==> config.mk <==
export PLATFORM = sky130hd
export DESIGN_NAME = loop_mux_seq
export DESIGN_NICKNAME = d
export VERILOG_FILES = /design/src/rtl/loop_mux_seq.sv
export SDC_FILE = /design/constraint.sdc
export NUM_CORES = 1
export LEC_CHECK = 0
export CAP_MARGIN = 20
export CELL_PAD_IN_SITES_DETAIL_PLACEMENT = 1
export CELL_PAD_IN_SITES_GLOBAL_PLACEMENT = 1
export CORE_MARGIN = 10
export CORE_UTILIZATION = 31
export DETAILED_ROUTE_END_ITERATION = 10
export GPL_TIMING_DRIVEN = 0
export PLACE_DENSITY = 0.9
export SLEW_MARGIN = 20
export SYNTH_ARGS = -nofsm -noshare
export SYNTH_HDL_FRONTEND = slang
export SYNTH_SLANG_ARGS = --single-unit
==> constraint.sdc <==
create_clock -name clk -period 5.22 [get_ports clk]
set_clock_uncertainty 0.05 [all_clocks]
set_input_delay 1.044 -clock clk [delete_from_list [all_inputs] [get_ports clk]]
set_output_delay 1.044 -clock clk [all_outputs]
set_load 0.02 [all_outputs]
==> src/rtl/loop_mux_seq.sv <==
// loop_mux_seq: loop-counting channel sequencer.
// Idles in RUN counting iterations up to LOOP_MAX. When enabled it captures
// one of NCH channel words and presents it on a valid/ready port. After a
// handshake or a completed loop it restarts through INIT/CLR.
module loop_mux_seq #(
  parameter int WIDTH    = 16,
  parameter int NCH      = 4,
  parameter int SELW     = 2,
  parameter int LOOP_MAX = 100,
  parameter int CNTW     = 7
) (
  input  logic                 clk,
  input  logic                 rst,
  input  logic                 en,
  input  logic [SELW-1:0]      sel,
  input  logic [NCH*WIDTH-1:0] in_data,
  output logic [WIDTH-1:0]     out_data,
  output logic                 out_valid,
  input  logic                 out_ready,
  output logic [CNTW-1:0]      iter,
  output logic                 done,
  output logic                 busy
);

  // LOOP_MAX must fit in CNTW bits. The counter stops at LOOP_MAX and never wraps.
  localparam logic [CNTW-1:0] LOOP_MAX_C = CNTW'(LOOP_MAX);

  typedef enum logic [1:0] {
    INIT = 2'd0,
    CLR  = 2'd1,
    RUN  = 2'd2,
    HOLD = 2'd3
  } state_t;

  state_t                        state_q, state_d;
  logic [WIDTH-1:0]              out_data_q, out_data_d;
  logic                          out_valid_q, out_valid_d;
  logic [CNTW-1:0]               iter_q, iter_d;
  logic                          done_q, done_d;
  logic [NCH-1:0][WIDTH-1:0]     ch;
  logic [WIDTH-1:0]              sel_word;
  logic                          at_max;

  assign ch     = in_data;
  assign at_max = (iter_q == LOOP_MAX_C);

  // Channel mux; a select beyond the last channel yields a zero word
  always_comb begin
    sel_word = '0;
    for (int k = 0; k < NCH; k++)
      if (sel == SELW'(k)) sel_word = ch[k];
  end

  // State register
  always_ff @(posedge clk or negedge rst) begin
    if (!rst) state_q <= INIT;
    else      state_q <= state_d;
  end

  // Next-state decode
  always_comb begin
    state_d = state_q;
    unique case (state_q)
      INIT: state_d = CLR;
      CLR:  state_d = RUN;
      RUN: begin
        if (at_max)  state_d = CLR;
        else if (en) state_d = HOLD;
      end
      HOLD: if (out_ready) state_d = INIT;
      default: state_d = INIT;
    endcase
  end

  // Datapath next values; done defaults low so it lasts exactly one cycle
  always_comb begin
    out_data_d  = out_data_q;
    out_valid_d = out_valid_q;
    iter_d      = iter_q;
    done_d      = 1'b0;
    unique case (state_q)
      CLR: iter_d = '0;
      RUN: begin
        if (at_max) begin
          done_d = 1'b1;
        end else if (en) begin
          out_data_d  = sel_word;
          out_valid_d = 1'b1;
        end else begin
          iter_d = iter_q + CNTW'(1);
        end
      end
      HOLD: if (out_ready) out_valid_d = 1'b0;
      default: ;
    endcase
  end

  // Datapath registers; async reset discards any word in flight
  always_ff @(posedge clk or negedge rst) begin
    if (!rst) begin
      out_data_q  <= '0;
      out_valid_q <= 1'b0;
      iter_q      <= '0;
      done_q      <= 1'b0;
    end else begin
      out_data_q  <= out_data_d;
      out_valid_q <= out_valid_d;
      iter_q      <= iter_d;
      done_q      <= done_d;
    end
  end

  assign out_data  = out_data_q;
  assign out_valid = out_valid_q;
  assign iter      = iter_q;
  assign done      = done_q;
  assign busy      = (state_q != RUN);

endmodule

# Word-level counts from Yosys, hierarchy flattened
# Cells that the tools add are included.
word_totals:
  register_bits: 27
  out_inout_bits: 26
  inputBits: 70
  wordCells: 45
op_classes:
  muxes: 17
  add_sub_neg: 1
  n_eq_ne: 13
  bitwise: 1
  reduce_logical: 8
ops:
  columns: ["op", "n"]
  rows:
  - ["two-way mux 16 bit", 4]
  - ["two-way mux 7 bit", 2]
  - ["one-hot mux 7 bit (2 select lines)", 1]
  - ["!= test 2 bit (second input constant)", 5]
  - ["equality test 2 bit (second input constant)", 4]
  - ["one-hot mux 2 bit (4 select lines)", 1]
  - ["adder 7 x 1 -> 7 bit (second input constant)", 1]
  - ["equality test 7 bit (second input constant)", 1]
  - ["two-way mux 2 bit", 3]
  - ["AND reduction 3 bit", 2]
  - ["two-way mux 1 bit", 5]
  - ["equality test 2 x 1 -> 1 bit (second input constant)", 2]
  - ["logical NOT 2 bit", 2]
  - ["AND reduction 4 bit", 1]
  - ["nonzero test 2 bit", 2]
  - ["!= test 3 bit (second input constant)", 1]
  - ["one-hot mux 1 bit (2 select lines)", 1]
  - ["AND reduction 2 bit", 1]
  - ["inverter 1 bit", 1]

# Depth between registers and ports, before layout
# Gate-level depths: netlist (run 1).
logic_depth:
  depth_word: 5
  mapped_depth: 8
  depth_no_buf: 6

# Worst setup path before layout (run 1)
# OpenSTA, ideal clock, no wires.
synth_timing:
  path_type: "in2reg"
  start: "input port sel[0]"
  end: "register out_data_q[0], in the netlist out_data[0]"
  n_path_buf: 2
  setup_time_ns: 0.125
  cell_stages: 4
  setup_slack_ns: 2.800
  arrival_time_ns: 2.245
  path_cell_list: "buf_2 > buf_4 > mux4_2 > mux2_4"
synth_between:
  elab_chain_len: 5
  word_cells_on_any_way: 8
synth_rtl:
  columns: ["element", "line_no", "source"]
  rows:
  - ["start: declaration", "15", "input logic [SELW-1:0] sel,"]
  - ["logical NOT 2 bit", "51", "if (sel == SELW'(k)) sel_word = ch[k];"]
  - ["two-way mux 16 bit (3 in a row)", "51", null]
  - ["two-way mux 16 bit *", "51", null]
  - ["end signal: assignment", "106", "out_data_q <= out_data_d;"]
  - ["end: declaration", "36", "logic [WIDTH-1:0] out_data_q, out_data_d;"]
# Every way passes the cells marked *; elsewhere a longest branch is shown, timed or not.
# A chain may end at the register's enable or synchronous reset.

# Worst setup path after layout (run 1)
layout_timing:
  start: "register state_q[1]"
  end: "output port busy"
layout_between:
  elab_chain_len: 1
layout_rtl:
  columns: ["element", "line_no", "source"]
  rows:
  - ["start: declaration", "35", "state_t state_q, state_d;"]
  - ["start signal: assignment", "57", "else state_q <= state_d;"]
  - ["!= test 2 bit", "117", "assign busy = (state_q != RUN);"]
  - ["end: declaration", "22", "output logic busy"]
# No other way between the ends.

==> impl_metrics.json, run 1 <==
{
  "status": "finished clean",
  "fin_nets": 286,
  "timing_worst_setup_path_type": "reg -> out",
  "areaGrowthSynthToFinish_pct": 64.3,
  "drv_slew": 0,
  "die_h_um": 92.9,
  "yosys.area.top_type": "dfrtp_1",
  "synth_common_cells": "27 x dfrtp_1, 16 x mux4_2, 9 x mux2_4, 7 x mux2_2",
  "stdcell_count": 283,
  "tritoncts": "done",
  "rsz0062_at_grt": "false",
  "min_path_type": "reg -> reg",
  "fillers": 547,
  "cts_root_buf": "clkbuf_8",
  "track_usage_pct": 12.8,
  "design_area_mm2": 0.00271,
  "worst_path_largest_cell_delay_ns": 0.68,
  "yosysSeqAreaShare_pct": 41.0,
  "peakVddDrop_v": 0.000153,
  "crit_path_end_kind": "primary output",
  "cts_resized": 0,
  "yosysMostFrequentCell": "dfrtp_1",
  "grt_max_degree": 28,
  "worstPathRequired_ns": 4.13,
  "synthTopCellsByArea": "dfrtp_1 41%, mux4_2 22%, mux2_4 8.2%",
  "clk_latency_ns": 0.26,
  "pin_count": 96,
  "regArea_um2": 676,
  "grt_pass1_wl_mm": 8.76,
  "rows": 26,
  "die_x_um": 92.9,
  "period_share_pct": 53.6,
  "final_core_util_pct": 52.6,
  "place_area_mm2": 0.00266,
  "final_layout_size_suffix_gt1_share_pct": 20.7,
  "max_freq_ghz": 0.357,
  "core_mm2": 0.00514,
  "worst_pin_slew_ns": 0.620,
  "syn_nets": 188,
  "ys_async_sr_fraction_pct": 100,
  "slowest_stage": "clkdlybuf4s50_1",
  "routed_wl_mm": 5.29,
  "synth_edf_count": 0,
  "yosysWarnings": 0,
  "cts_hold_buf": 0,
  "final-setup-viol-count": 0,
  "dp_cells": 279,
  "fin_total_pwr_mw": 1.08,
  "first_pass_iters": 2,
  "die_area_mm2": 0.00863,
  "worst_slew_margin_rel_pct": 58.7,
  "finalHoldViolCount": 0,
  "crit_chain": "nand2b_1 -> clkbuf_1 -> clkdlybuf4s50_1",
  "start_util_pct": 32.0,
  "synth_cells": 116,
  "multiInputGateArea_um2": 886,
  "cts_setup_buffers": 0,
  "p_leak_nw": 1.09,
  "numClockSinks": 27,
  "overflow": 0,
  "drv_cap": 0,
  "htree_levels": 1,
  "grt_pass1_vias": 1691,
  "crit_fanout": 7,
  "cp_top_family": "buffers and inverters",
  "hpwlAfterDp_mm": 4.56,
  "antenna_found_initial": 0,
  "viasPerCell": 4.85,
  "crit_arrival_ns": 1.71,
  "clock_path_buffers": 2,
  "startpoint_type": "flip-flop",
  "clk_pin_slew_ns": 0.09,
  "post_drt_wl_per_cell_um": 18.7,
  "gp_congestion": 0.760,
  "drt_iter0_markers": 39,
  "synth_top_area_share_pct": 41.0,
  "p_per_area_mw_per_mm2": 399,
  "numCtsBuffers": 3,
  "yosys_most_used_dff": "dfrtp_1",
  "n_antenna_cell": 0,
  "ys_ff_latch": 27,
  "synth.avg_cell_area_um2": 14.2,
  "synth_cell_types": 33,
  "io_buffers": 93,
  "setup_tns_ns": 0,
  "ant_nets": 0,
  "fin_crit_ns": 2.80,
  "crit_buf_inv": 2,
  "drc": 0,
  "vias": 1372,
  "syn_area_mm2": 0.00165
}
where the power goes:
part           total [mW]  internal, mW  switching (mW)
logic               0.609         0.343           0.266
registers           0.352         0.295          0.0576
clock network       0.117        0.0545          0.0626
total                1.08         0.692           0.386
per-stage QoR:
| step | hold slack (ns) | worst slack, ns |
|---|---|---|
| after floorplan | 0.498 | 2.80 |
| after global placement | 0.440 | 2.52 |
| after detailed placement | 0.444 | 2.44 |
| after CTS | 0.469 | 2.39 |
| after global routing | 0.477 | 2.29 |
| final | 0.465 | 2.42 |
routing by layer:
metal | wire (um) | GRT usage (%) | vias up | part of all wire (%)
met3 | 822 | 9.52 | 2 | 16
met1 | 1720 | 11.5 | 668 | 33
met4 | 29 | 2.31 | 0 | 0.55
met2 | 2720 | 22.7 | 66 | 51
met5 | 0 | 0 | - | 0
li1 | - | - | 636 | -
state kept, by name (all words and copies together) (netlist names):
name and cells:
iter 7, done 1, out_data 16, out_valid 1, state_q 2
final cells by class:
cell class                      count  share of cell area, %
Timing Repair Buffer               93                   34.2
Multi-Input combinational cell     77                   32.7
Sequential cell                    27                   25.0
Tap cell                           70                   3.24
Buffer                              9                   2.73
Clock buffer                        4                   1.67
Inverter                            3                  0.416
cells in the final DEF (no fill, tap or decap):
cell             count
nor2_1               4
nand2_1              5
mux2i_1              1
mux2_2               7
clkbuf_1             3
a31oi_1              2
nor3b_1              3
buf_6                1
inv_1                3
and4b_1              2
buf_2                3
or2_1                1
nor4_1               2
nand3b_1             1
buf_1                1
a211o_1              1
mux2_4               9
nor4b_1              2
nand3b_4             1
clkdlybuf4s50_1     92
and3_2               1
buf_4                1
mux4_2              16
nor2b_1              1
buf_12               1
ha_1                 2
nor3_1               1
clkbuf_8             4
dfrtp_1             27
nand2b_1             5
a22oi_1              3
a21oi_1              3
xnor2_1              2
o21ai_0              2
worst register-to-register path, stage by stage (launching register included):
cell,delay (ns)
dfrtp_1,0.45
inv_1,0.09
ha_1,0.20
and4b_1,0.21
nand3b_4,0.13
and4b_1,0.23
buf_6,0.15
buf_12,0.15
mux2_4,0.30
path summary, 6_finish.rpt:
| kind | cells after the start | from | slack [ns] | to |
|---|---|---|---|---|
| setup / recovery | 3 | state_q[1] | 2.42 | busy |
| hold / removal | 1 | out_data[12] | 0.46 | out_data[12] |
| setup reg to reg | 8 | iter[0] | 3.15 | out_data[2] |
| hold reg to reg | 1 | out_data[12] | 0.46 | out_data[12] |
| max in group asynchronous | 1 | rst | 3.99 | iter[6] |
| min in group asynchronous | 1 | rst | 0.73 | out_data[8] |
logic make-up after synthesis:
family,after synthesis,synth area share [%]
mux,33,35.5
simple gates,29,11.6
flops,27,41.0
buf+inv,12,5.17
compound gates,11,4.18
xor+xnor,2,1.06
fa+ha+maj,2,1.52
Power figures use the tool's default switching activity.
==> run 2, diff against run 1 <==
--- a/config.mk
+++ b/config.mk
@@ -9,10 +9,10 @@
 export CELL_PAD_IN_SITES_DETAIL_PLACEMENT = 1
 export CELL_PAD_IN_SITES_GLOBAL_PLACEMENT = 1
 export CORE_MARGIN = 10
-export CORE_UTILIZATION = 31
+export CORE_UTILIZATION = 26
 export DETAILED_ROUTE_END_ITERATION = 10
 export GPL_TIMING_DRIVEN = 0
-export PLACE_DENSITY = 0.9
+export PLACE_DENSITY = 0.81
 export SLEW_MARGIN = 20
 export SYNTH_ARGS = -nofsm -noshare
 export SYNTH_HDL_FRONTEND = slang
==> constraint.sdc (replaced) <==
create_clock -name clk -period 2.4 [get_ports clk]
set_clock_uncertainty 0.05 [all_clocks]
set_input_delay 0.48 -clock clk [delete_from_list [all_inputs] [get_ports clk]]
set_output_delay 0.48 -clock clk [all_outputs]
set_load 0.02 [all_outputs]
==> impl_metrics.json, run 2 (synthesis results as in run 1) <==
{
  "reg2reg_depth": 8,
  "slowest_stage": "clkdlybuf4s50_1",
  "tritoncts": "done",
  "p_per_area_mw_per_mm2": 871,
  "drv_slew": 0,
  "r2r_start": "iter[0]",
  "grt_max_degree": 28,
  "vias": 1358,
  "rrSetupSlack_ns": 0.31,
  "hold_slack_ns": 0.161,
  "ant_nets": 0,
  "max_freq_ghz": 0.445,
  "track_usage_pct": 10.6,
  "cts_setup_buffers": 0,
  "crit_chain": "nand2b_1 -> clkbuf_1 -> clkdlybuf4s50_1",
  "cts_hold_buf": 0,
  "drv_cap": 0,
  "fin_nets": 286,
  "fin_total_pwr_mw": 2.36,
  "setup_tns_ns": 0,
  "worst_slew_margin_rel_pct": 58.1,
  "startpoint_type": "flip-flop",
  "worst_path_largest_cell_delay_ns": 0.68,
  "fillers": 649,
  "dp_slack_ns": 0.276,
  "antenna_found_initial": 0,
  "viasPerCell": 4.72,
  "io_buffers": 93,
  "min_path_type": "in -> async",
  "regArea_um2": 676,
  "finalHoldViolCount": 0,
  "grt_pass1_vias": 1721,
  "clk_pin_slew_ns": 0.10,
  "grt_pass1_wl_mm": 8.54,
  "final_cell_mix": "92 x clkdlybuf4s50_1, 27 x dfrtp_1, 16 x mux4_2",
  "final_core_util_pct": 45.0,
  "hpwlAfterDp_mm": 4.34,
  "rsz0062_at_grt": "false",
  "final-setup-viol-count": 0,
  "n_antenna_cell": 0,
  "core_mm2": 0.00603,
  "place_area_mm2": 0.00267,
  "final_layout_size_suffix_gt1_share_pct": 21.1,
  "fin_ws_ns": 0.150,
  "htree_levels": 1,
  "start_util_pct": 27.3,
  "cts_resized": 0,
  "largest_reg_flops": 16,
  "multiInputGateArea_um2": 886,
  "timing_worst_setup_path_type": "reg -> out",
  "drc": 0,
  "rows": 28,
  "status": "finished clean",
  "period_share_pct": 93.7,
  "peakVddDrop_v": 0.000359,
  "first_pass_iters": 4,
  "die_h_um": 99.6,
  "crit_fanout": 7,
  "final_common_cell": "clkdlybuf4s50_1",
  "numCtsBuffers": 3,
  "crit_path_end_kind": "primary output",
  "drt_iter0_markers": 12,
  "routed_wl_mm": 5.17,
  "cts_root_buf": "clkbuf_8",
  "startpoint": "state_q[1]",
  "r2r-end": "out_data[2]",
  "crit_arrival_ns": 1.72,
  "p_leak_nw": 1.10,
  "dp_cells": 284,
  "gp_congestion": 0.726,
  "fin_crit_ns": 2.25,
  "pin_count": 96,
  "clk_latency_ns": 0.27,
  "worst_pin_slew_ns": 0.629,
  "die_area_mm2": 0.00992,
  "die_x_um": 99.6,
  "design_area_mm2": 0.00271,
  "areaGrowthSynthToFinish_pct": 64.7,
  "worstPathRequired_ns": 1.87,
  "overflow": 0,
  "numClockSinks": 27,
  "stdcell_count": 288,
  "clock_path_buffers": 2,
  "post_drt_wl_per_cell_um": 18.0
}
## run 2: worst max path at each step
stage / slack [ns] / depth (start not counted) / end
final: 0.15 / 3 / busy
after global routing: 0.04 / 3 / busy
after CTS: 0.11 / 3 / busy
after detailed placement: 0.28 / 5 / iter[5]
after global placement: 0.26 / 5 / iter[5]
after floorplan: 0.38 / 8 / out_data[0]
## run 2: routing by layer
metal / track usage [%] / routed length, um
met1: 10.1 / 1830
met3: 6.51 / 674
met2: 19.2 / 2650
met4: 1.65 / 22
met5: 0 / 0
## run 2: power by group
group	switching [mW]	internal [mW]
Sequential	0.132	0.641
Combinational	0.580	0.746
Clock	0.147	0.116
## run 2: cell type report
type                    count  area share, %
multi-input cells          77           32.7
clock inverters             1          0.185
flip-flops and latches     27           24.9
repair buffers             93           34.1
well taps                  75           3.46
inverters                   3          0.415
plain buffers               9           2.72
clock buffers               3           1.52
## run 2: worst max-delay path: cells and delay by family (launching register included)
kind / cells / cell delay [ns]
buffers and inverters: 2 / 0.95
flip-flops: 1 / 0.42
AND/OR/NAND/NOR: 1 / 0.08
